===== src/rtl/ss_sequencer.sv =====
// Host-side press/release sequencer for the single-step core: steps N cycles, N instructions, or free-runs.
// Optional WAIT_SYNC watchdog built when SS_TIMEOUT_EN is defined.
module ss_sequencer #(
    parameter int unsigned CNT_W       = 8,
    parameter int unsigned PRESS_CYC   = 4,
    parameter int unsigned RELEASE_CYC = 3
`ifdef SS_TIMEOUT_EN
    , parameter int unsigned TIMEOUT_CYC = 255
`endif
) (
    input  logic             phi2,
    input  logic             reset,
    input  logic             cmd_valid,
    output logic             cmd_ready,
    input  logic [1:0]       cmd_op,
    input  logic [CNT_W-1:0] cmd_count,
    input  logic             sync,
    output logic             ss,
    output logic             si_n,
    output logic             busy,
    output logic             done,
    output logic [CNT_W-1:0] steps_done,
    output logic             timeout
);

    localparam int unsigned PR_MAX = (PRESS_CYC > RELEASE_CYC) ? PRESS_CYC : RELEASE_CYC;
`ifdef SS_TIMEOUT_EN
    localparam int unsigned TMR_MAX = (TIMEOUT_CYC > PR_MAX) ? TIMEOUT_CYC : PR_MAX;
`else
    localparam int unsigned TMR_MAX = PR_MAX;
`endif
    localparam int unsigned TMR_W = $clog2(TMR_MAX);

    localparam logic [1:0] OP_HALT     = 2'b00;
    localparam logic [1:0] OP_STEP_CYC = 2'b01;
    localparam logic [1:0] OP_STEP_INS = 2'b10;
    localparam logic [1:0] OP_RUN      = 2'b11;

    typedef enum logic [2:0] {
        S_IDLE,
        S_PRESS,
        S_WAIT_SYNC,
        S_RELEASE,
        S_RUN
    } state_t;

    state_t             state, state_nxt;
    logic [TMR_W-1:0]   timer, timer_nxt;
    logic [CNT_W-1:0]   count_q, count_nxt;
    logic               instr_q, instr_nxt;
    logic               ending_q, ending_nxt;
    logic [CNT_W-1:0]   steps_nxt, steps_inc;
    logic               ss_nxt, si_n_nxt, busy_nxt, done_nxt, ready_nxt;
    logic               accept, abort;

    assign accept    = cmd_valid && cmd_ready;
    assign abort     = cmd_valid && (cmd_op == OP_HALT) && (state != S_IDLE);
    assign steps_inc = (&steps_done) ? steps_done : steps_done + CNT_W'(1);

`ifdef SS_TIMEOUT_EN
    logic timeout_q, timeout_nxt;
    assign timeout = timeout_q;
`else
    assign timeout = 1'b0;
`endif

    // Next-state, counters and registered-output decode.
    always_comb begin
        state_nxt  = state;
        timer_nxt  = timer + TMR_W'(1);
        count_nxt  = count_q;
        instr_nxt  = instr_q;
        ending_nxt = ending_q;
        steps_nxt  = steps_done;
        done_nxt   = 1'b0;
`ifdef SS_TIMEOUT_EN
        timeout_nxt = timeout_q;
`endif

        case (state)
            S_IDLE: begin
                if (accept) begin
                    count_nxt  = (cmd_count == '0) ? CNT_W'(1) : cmd_count;
                    steps_nxt  = '0;
                    ending_nxt = 1'b0;
                    timer_nxt  = '0;
`ifdef SS_TIMEOUT_EN
                    timeout_nxt = 1'b0;
`endif
                    case (cmd_op)
                        OP_STEP_CYC: begin state_nxt = S_PRESS; instr_nxt = 1'b0; end
                        OP_STEP_INS: begin state_nxt = S_PRESS; instr_nxt = 1'b1; end
                        OP_RUN:      begin state_nxt = S_RUN;   instr_nxt = 1'b0; end
                        OP_HALT:     state_nxt = S_IDLE;
                    endcase
                end
            end
            S_PRESS: begin
                if (timer == TMR_W'(PRESS_CYC - 1)) begin
                    timer_nxt = '0;
                    if (instr_q) begin
                        state_nxt = S_WAIT_SYNC;
                    end else begin
                        state_nxt = S_RELEASE;
                        steps_nxt = steps_inc;
                    end
                end
            end
            S_WAIT_SYNC: begin
                if (sync) begin
                    state_nxt = S_RELEASE;
                    timer_nxt = '0;
                    steps_nxt = steps_inc;
                end
`ifdef SS_TIMEOUT_EN
                else if (timer == TMR_W'(TIMEOUT_CYC - 1)) begin
                    state_nxt   = S_RELEASE;
                    timer_nxt   = '0;
                    ending_nxt  = 1'b1;
                    timeout_nxt = 1'b1;
                end
`endif
            end
            S_RELEASE: begin
                if (timer == TMR_W'(RELEASE_CYC - 1)) begin
                    timer_nxt = '0;
                    if (ending_q || (steps_done >= count_q)) begin
                        state_nxt = S_IDLE;
                        done_nxt  = 1'b1;
                    end else begin
                        state_nxt = S_PRESS;
                    end
                end
            end
            S_RUN:   state_nxt = S_RUN;
            default: state_nxt = S_IDLE;
        endcase

        // A halt while busy overrides everything: drop ss, leave instruction mode, no step credit.
        if (abort) begin
            state_nxt  = S_RELEASE;
            timer_nxt  = '0;
            ending_nxt = 1'b1;
            instr_nxt  = 1'b0;
            steps_nxt  = steps_done;
        end

        ss_nxt    = (state_nxt == S_PRESS) || (state_nxt == S_WAIT_SYNC) || (state_nxt == S_RUN);
        busy_nxt  = (state_nxt != S_IDLE);
        ready_nxt = (state_nxt == S_IDLE);
        case (state_nxt)
            S_PRESS, S_RELEASE: si_n_nxt = ~instr_nxt;
            S_WAIT_SYNC, S_RUN: si_n_nxt = 1'b0;
            default:            si_n_nxt = 1'b1;
        endcase
    end

    always_ff @(posedge phi2) begin
        if (reset) begin
            state      <= S_IDLE;
            timer      <= '0;
            count_q    <= '0;
            instr_q    <= 1'b0;
            ending_q   <= 1'b0;
            steps_done <= '0;
            ss         <= 1'b0;
            si_n       <= 1'b1;
            busy       <= 1'b0;
            done       <= 1'b0;
            cmd_ready  <= 1'b1;
        end else begin
            state      <= state_nxt;
            timer      <= timer_nxt;
            count_q    <= count_nxt;
            instr_q    <= instr_nxt;
            ending_q   <= ending_nxt;
            steps_done <= steps_nxt;
            ss         <= ss_nxt;
            si_n       <= si_n_nxt;
            busy       <= busy_nxt;
            done       <= done_nxt;
            cmd_ready  <= ready_nxt;
        end
    end

`ifdef SS_TIMEOUT_EN
    always_ff @(posedge phi2) begin
        if (reset) timeout_q <= 1'b0;
        else       timeout_q <= timeout_nxt;
    end
`endif

endmodule


===== config.mk =====
export PLATFORM = sky130hd
export DESIGN_NAME = ss_sequencer
export DESIGN_NICKNAME = d
export VERILOG_FILES = /design/src/rtl/ss_sequencer.sv
export SDC_FILE = /design/constraint.sdc
export NUM_CORES = 1
export LEC_CHECK = 0
export CAP_MARGIN = 15
export CORE_MARGIN = 4
export CORE_UTILIZATION = 55
export CTS_CLUSTER_SIZE = 25
export DETAILED_ROUTE_END_ITERATION = 16
export HOLD_SLACK_MARGIN = 0.12
export PLACE_DENSITY = 0.9
export SLEW_MARGIN = 25
export SYNTH_ARGS = -nofsm -noshare
export SYNTH_HDL_FRONTEND = slang
export SYNTH_SLANG_ARGS = --single-unit

===== constraint.sdc =====
create_clock -name phi2 -period 4.4 [get_ports phi2]
set_input_delay 0.88 -clock phi2 [delete_from_list [all_inputs] [get_ports phi2]]
set_output_delay 0.88 -clock phi2 [all_outputs]
set_load 0.02 [all_outputs]

Word level (Yosys, flattened, before mapping)
Index checks and enable logic that the tools add are counted.
{"block": "word_totals", "ff_bits": 28, "output_inout_bits": 14, "elab_cells": 90}
{"block": "classes", "n_bitwise": 4, "eq_ne": 17, "order_cmp": 1, "addsub": 2, "mux": 30, "n_reduce_logical": 25}
{"cell": "$mux 8", "count": 6}
{"cell": "$pmux 8 s3", "count": 1}
{"cell": "$mux 3", "count": 5}
{"cell": "$pmux 3 s5", "count": 1}
{"cell": "$eq 3x2->1 const B", "count": 4}
{"cell": "$reduce_or 2->1", "count": 5}
{"cell": "$mux 1", "count": 9}
{"cell": "$pmux 3 s3", "count": 1}
{"cell": "$reduce_bool 3->1", "count": 3}
{"cell": "$add 8x1->8 const B", "count": 1}
{"cell": "$eq 2x2->1 const B", "count": 4}
{"cell": "$ge 8x8->1", "count": 1}
{"cell": "$logic_not 8->1", "count": 1}
{"cell": "$mux 2", "count": 4}
{"cell": "$ne 2x2->1 const B", "count": 4}
{"cell": "$pmux 2 s4", "count": 1}
{"cell": "$reduce_and 8->1", "count": 1}
{"cell": "$eq 3x1->1 const B", "count": 2}
{"cell": "$eq 3x3->1 const B", "count": 2}
{"cell": "$logic_not 3->1", "count": 2}
{"cell": "$reduce_and 6->1", "count": 1}
{"cell": "$not 1->1", "count": 4}
{"cell": "$pmux 1 s2", "count": 2}
{"cell": "$reduce_and 2->1", "count": 2}
{"cell": "7 further kinds", "count": 12}

Longest topological paths before layout
Gate-level depths: netlist of run 1.
{"block": "depth", "depth_word": 9, "mapped_depth": 7, "depth_no_buf": 7}

Worst setup path before layout of run 1
Ideal clock, no wire load.
{"block": "synth_path", "path_kind": "input port to flip-flop", "from": "in cmd_op[0]", "to": "reg si_n", "stages": 7, "arrival_time_ps": 2126, "path_slack_ps": 2142, "required_ps": 4269, "setup_time_ps": 131, "cell_sequence": "inv_1 ha_1 or2_0 a2111oi_1 and4_1 o211a_1 mux2i_1"}
{"block": "synth_via", "elab_chain_cells": 9}
{"element": "from (decl)", "line": "15", "text": "input logic [1:0] cmd_op,"}
{"element": "$eq 2x2->1 / $eq 2x1->1 (equally long branches)", "line": "90", "text": "case (cmd_op)"}
{"element": "$reduce_or 2->1 (no line)"}
{"element": "$pmux 3 s3", "line": "90"}
{"element": "$mux 3", "line": "82", "text": "if (accept) begin"}
{"element": "$pmux 3 s5", "line": "80", "text": "case (state)"}
{"element": "$mux 3", "line": "140", "text": "if (abort) begin"}
{"element": "$eq 3x2->1 (tied with other cells)", "line": "151", "text": "case (state_nxt)"}
{"element": "$reduce_or 2->1", "line": "151"}
{"element": "$pmux 1 s2 *", "line": "151"}
{"element": "to (signal assigned)", "line": "179", "text": "si_n <= si_n_nxt;"}
{"element": "to (decl)", "line": "19", "text": "output logic si_n,"}
Mark *: on every way between the ends. The rest lies on a longest branch, timed or not. The select of a mux whose other input is x is not followed.
A chain may end at the register's enable or synchronous reset.

Final worst setup path of run 1
{"block": "layout_path", "from": "in cmd_op[1]", "to": "reg steps_done[5]"}
{"block": "layout_via", "elab_chain_cells": 5}
{"element": "$logic_not 2->1", "line": "57", "text": "assign abort = cmd_valid && (cmd_op == OP_HALT) && (state != S_IDLE);"}
{"element": "$logic_and 1x1->1 (2 in series)", "line": "57"}
{"element": "$not 1->1 (no line)"}
{"element": "$reduce_and 6->1 (no line)"}
{"element": "to (signal assigned)", "line": "177", "text": "steps_done <= steps_nxt;"}
{"element": "to (decl)", "line": "22", "text": "output logic [CNT_W-1:0] steps_done,"}
No other way between the ends.

==> results of run 1 <==
-- area by class of cell --
class	instances	area, µm²
repair buffers	26	260
multi-input cells	138	1030
fillers	212	887
flip-flops and latches	28	561
clock buffers	3	22.5
inverters	14	52.6
well taps	31	38.8
-- stage by stage --
stage / worst slack, ps / hold WS (ps)
after floorplan: 2140 / 432
after global routing: 1400 / 489
final: 1580 / 464
after CTS: 1560 / 465
after detailed placement: 1210 / 447
after global placement: 1340 / 457
-- critical path, stage by stage --
cell and delay [ps]:
clkdlybuf4s50_1 510, inv_1 80, ha_1 230, o311ai_4 150, nand4_1 620, nand2b_1 490, a21oi_1 80
-- per-layer routing --
layer / GRT usage [%] / routed length (µm) / share of wire, %
met1: 24.3 / 1620 / 44
met2: 30.2 / 1790 / 49
met3: 2.84 / 219 / 6.0
met4: 9.16 / 32 / 0.87
met5: 0 / 0 / 0
-- how the worst max path moves through the flow --
stage	depth (start not counted)	to	slack, ps	from
after detailed placement	7	steps_done[3]	1210	cmd_op[1]
after floorplan	7	si_n	2140	cmd_op[0]
after global placement	7	steps_done[6]	1340	cmd_op[0]
final	7	steps_done[5]	1580	cmd_op[1]
after CTS	7	steps_done[3]	1560	cmd_op[1]
after global routing	7	steps_done[4]	1400	cmd_op[1]
-- flip-flops by register name (all words and copies together), names as in the netlist --
| register | count |
|---|---|
| busy | 1 |
| cmd_ready | 1 |
| count_q | 8 |
| done | 1 |
| ending_q | 1 |
| instr_q | 1 |
| si_n | 1 |
| ss | 1 |
| state | 3 |
| steps_done | 8 |
| timer | 2 |
-- where the power goes --
part / leakage [nW] / switching, mW / total (mW) / internal (mW)
registers: 0.229 / 0.0488 / 0.353 / 0.305
logic: 0.535 / 0.206 / 0.377 / 0.170
clock network: 0.0138 / 0.0749 / 0.107 / 0.0322
total: 0.777 / 0.330 / 0.837 / 0.507
-- kinds of logic (layout without fill, tap and decap cells) --
kind of cell	after synthesis	after routing	share of synthesized area, %
and+or+nand+nor	63	63	21.7
AOI/OAI and AO/OA	47	47	20.1
DFF	28	28	33.1
buffers and inverters	23	43	6.42
adders and majority gates	17	17	12.5
muxes	9	9	5.39
other	1	1	0.221
xor gates and xnor gates	1	1	0.517
-- synth_stat cells (3+ instances only) --
master	count	area, µm²
a21oi_1	15	75.1
a31oi_1	3	18.8
buf_2	3	15.0
clkbuf_1	3	11.3
dfxtp_1	28	561
ha_1	17	213
inv_1	14	52.6
mux2i_1	8	80.1
nand2_1	7	26.3
nand2b_1	3	18.8
nand3_1	4	20.0
nor2_1	15	56.3
nor2b_1	4	25.0
nor3_1	3	15.0
o21ai_0	4	20.0
o31ai_1	4	30.0
or3_1	3	18.8
or4_1	5	37.5
-- cells in the final DEF, fill, tap and decap left out, types with 3 or more instances in the layout --
cell	netlist	routed
a31oi_1	3	3
mux2i_1	8	8
clkdlybuf4s50_1	0	26
inv_1	14	14
nand2_1	7	7
dfxtp_1	28	28
ha_1	17	17
nand2b_1	3	3
or4_1	5	5
nor2_1	15	15
or3_1	3	3
a21oi_1	15	15
o31ai_1	4	4
o21ai_0	4	4
clkbuf_4	0	3
nor2b_1	4	4
nand3_1	4	4
==> out/qor.yml, run 1 <==
run_status:
  outcome: "completed"
detailed_routing:
  num_vias: 1502
  drt-vias-per-instance: 6.26
  drt_first_pass_iters: 7
  wl_per_cell_um: 15.3
  initialDrtViolationCount: 108
  drt-total-wl_um: 3660
  drc_errors: 0
  ant_nets: 0
worst_setup_path:
  crit_path_end_kind: "register"
  required_ps: 4630
  cp_max_fo: 11
  r2r-start: "state[2]"
  reg2regPathDepth: 5
  arrival_ps: 3050
  reg2reg_slack_ps: 1960
  crit_path_start_kind: "input pin"
  critPathKind: "input pin to register"
  worstReg2RegEnd: "steps_done[5]"
global_routing:
  grt_max_degree: 19
  overflow: 0
  grt_usage_pct: 18.8
  grt_pass1_vias: 1386
  grt_antenna_before_repair: 0
  grt_pass1_wl_um: 6180
timing:
  rsz0062_at_grt: "false"
  worst_slew_pin_slew_ps: 711
  min_period_ps: 2820
  max_freq_mhz: 354
  hold_viol_final: 0
  relSlewSlack_pct: 52.4
  period_share_pct: 64.2
  slew_viol_final: 0
  fin_worst_skew_ps: 3.06
  finalSetupViolCount: 0
  fin_setup_tns_ps: 0
hold_path:
  hold_end: "ending_q"
  hold_path_class: "register to register"
  worst_hold_path.num_cells: 2
  hold_start: "ending_q"
pwr:
  leakage_nw: 0.777
  peakVddDrop_mv: 0.356
  power_uw: 837
  p_per_area_nw_per_um2: 426
cts:
  clk_latency_ps: 330
  clockRootBuffer: "clkbuf_4"
  cts_made_buffers: 3
  cts-resized-gates: 0
  cts_tree: "done"
  htreeDepth: 1
  cts_setup_buffers: 0
  clk_pin_slew_ps: 150
  cts.sinks: 28
  cts_buffer_depth: 2
  hold_buffers: 0
place:
  place_area_um2: 1940
  hpwl_um: 2790
  routabilityCongestion: 0.879
  portBuffers: 26
  place_inst: 237
finish:
  fin_util_pct: 68.9
  final_layout_size_suffix_gt1_share_pct: 4.31
  final_cell_area_um2: 1970
  antenna_cells: 0
  finalNetCount: 242
  fin_cells: 240
  synthToLayoutAreaGrowth_pct: 15.9
yosys:
  synth.distinct_cells: 55
  yosysWarnings: 0
  synth.cell_area_um2: 1700
  synth_edf_count: 0
  syn_inst: 189
  ys_ff_latch: 28
  ys.flop_type: "dfxtp_1"
  syn_nets: 220
  avgSynthCellArea_um2: 8.97
  ys_seq_area_share_pct: 33.1
  synthArstFlopShare_pct: 0
die:
  core_area_um2: 2850
  die_y_um: 63.5
  ios: 28
  die-area_um2: 4030
  num_rows: 19
  die_width_um: 63.5
  initial_utilization_pct: 59.4
run:
  max-cap-violations: 0
(Power assumes the default switching activity.)
==> run 2: changes to the inputs <==
--- a/config.mk
+++ b/config.mk
@@ -7,11 +7,11 @@
 export LEC_CHECK = 0
 export CAP_MARGIN = 15
 export CORE_MARGIN = 4
-export CORE_UTILIZATION = 55
+export CORE_UTILIZATION = 53
 export CTS_CLUSTER_SIZE = 25
 export DETAILED_ROUTE_END_ITERATION = 16
 export HOLD_SLACK_MARGIN = 0.12
-export PLACE_DENSITY = 0.9
+export PLACE_DENSITY = 0.87
 export SLEW_MARGIN = 25
 export SYNTH_ARGS = -nofsm -noshare
 export SYNTH_HDL_FRONTEND = slang
==> constraint.sdc (replaced) <==
create_clock -name phi2 -period 2.6 [get_ports phi2]
set_input_delay 0.52 -clock phi2 [delete_from_list [all_inputs] [get_ports phi2]]
set_output_delay 0.52 -clock phi2 [all_outputs]
set_load 0.02 [all_outputs]
==> run 2 against run 1 <==
Critical path depth stayed put. Clock skew is 11 ps higher. Count of clock-buffer cells in the layout stayed put. Total power is 82% higher.
==> out/qor.yml, run 2 (synthesized netlist as in run 1, its figures left out) <==
run_status:
  outcome: "completed"
finish:
  antenna_cells: 0
  finalNetCount: 248
  final-seq-area_um2: 561
  nFillCells: 248
  reg_top3: "count_q x8, steps_done x8, state x3"
  multi_input_area_um2: 1030
  final_layout_size_suffix_gt1_share_pct: 6.94
  synthToLayoutAreaGrowth_pct: 21.0
  final_cell_area_um2: 2050
  most-common-layout-cells: "dfxtp_1, clkdlybuf4s50_1, ha_1"
  final_common_cell: "dfxtp_1"
  fin_util_pct: 67.2
worst_setup_path:
  reg2reg_slack_ps: 240
  reg2regPathDepth: 7
  cp_max_fo: 7
  arrival_ps: 2610
  crit_path_start_kind: "register"
  critPathKind: "register to register"
  required_ps: 2850
  crit_path_end_kind: "register"
die:
  initial_utilization_pct: 55.5
  die-area_um2: 4170
  num_rows: 20
  die_y_um: 64.6
  core_area_um2: 3050
  die_width_um: 64.6
  ios: 28
detailed_routing:
  num_vias: 1445
  drt_first_pass_iters: 4
  wl_per_cell_um: 13.4
  initialDrtViolationCount: 123
  drt-total-wl_um: 3480
  drt-vias-per-instance: 5.56
  drc_errors: 0
  ant_nets: 0
pwr:
  leakage_nw: 0.821
  p_per_area_nw_per_um2: 743
  power_mw: 1.52
  peakVddDrop_mv: 0.496
cts:
  hold_buffers: 0
  cts_tree: "done"
  clk_latency_ps: 340
  cts_setup_buffers: 0
  cts_made_buffers: 3
  htreeDepth: 1
  clockRootBuffer: "clkbuf_4"
  cts_buffer_depth: 2
  cts-resized-gates: 0
  clk_pin_slew_ps: 160
  cts.sinks: 28
timing:
  hold_viol_final: 0
  fin_setup_tns_ps: 0
  min_period_ps: 2360
  worst_slew_pin_slew_ps: 502
  slew_viol_final: 0
  max_freq_mhz: 424
  relSlewSlack_pct: 66.5
  finalSetupViolCount: 0
  period_share_pct: 90.7
  worst_slack_ps: 241
  fin_worst_skew_ps: 13.6
  rsz0062_at_grt: "false"
global_routing:
  grt_pass1_vias: 1370
  grt_pass1_wl_um: 6000
  overflow: 0
  grt_max_degree: 17
  grt_antenna_before_repair: 0
  grt_usage_pct: 17.6
run:
  max-cap-violations: 0
place:
  portBuffers: 26
  post-place-ws_ps: 10.3
  place_area_um2: 2000
  routabilityCongestion: 0.835
  hpwl_um: 2630
hold_path:
  hold_path_class: "register to register"
  worst_hold_path.num_cells: 2
run 2: per-layer routing:
| metal | wire (µm) | track usage (%) | up-vias |
|---|---|---|---|
| met5 | 0 | 0 | - |
| met4 | 31 | 4.49 | 0 |
| met3 | 175 | 2.08 | 4 |
| met2 | 1640 | 29.1 | 41 |
| met1 | 1630 | 24.4 | 657 |
| li1 | - | - | 743 |
run 2: path summary, 6_finish.rpt:
path | endpoint | startpoint
setup reg to reg | ss | steps_done[0]
hold reg to reg | ending_q | ending_q
hold / removal | ending_q | ending_q
setup / recovery | ss | steps_done[0]
run 2: worst max-delay path, cell delays in order, from the launching register on:
cell	delay (ps)
dfxtp_1	460
inv_1	70
ha_1	280
nand2b_1	140
a2111oi_0	450
a2bb2oi_1	340
a211oi_2	190
mux2_1	330
run 2: report_power, final:
group	internal [mW]	leakage, nW	switching, mW	total (mW)
logic	0.298	0.564	0.344	0.642
registers	0.515	0.229	0.0799	0.595
clock network	0.156	0.0279	0.131	0.287
run 2: final cells by class:
| class | instances | share of cell area [%] |
|---|---|---|
| Timing Repair Buffer | 32 | 14.9 |
| Tap cell | 44 | 2.68 |
| Inverter | 14 | 2.56 |
| Clock buffer | 3 | 1.10 |
| Clock inverter | 1 | 1.46 |
| Multi-Input combinational cell | 138 | 50.0 |
| Sequential cell | 28 | 27.3 |
run 2: metrics by stage:
step           cells  hold WS [ps]
6_report         260           480
5_1_grt          260           513
4_1_cts          260           487
3_5_place_dp     256           467
3_3_place_gp     256           449
2_1_floorplan    189           432
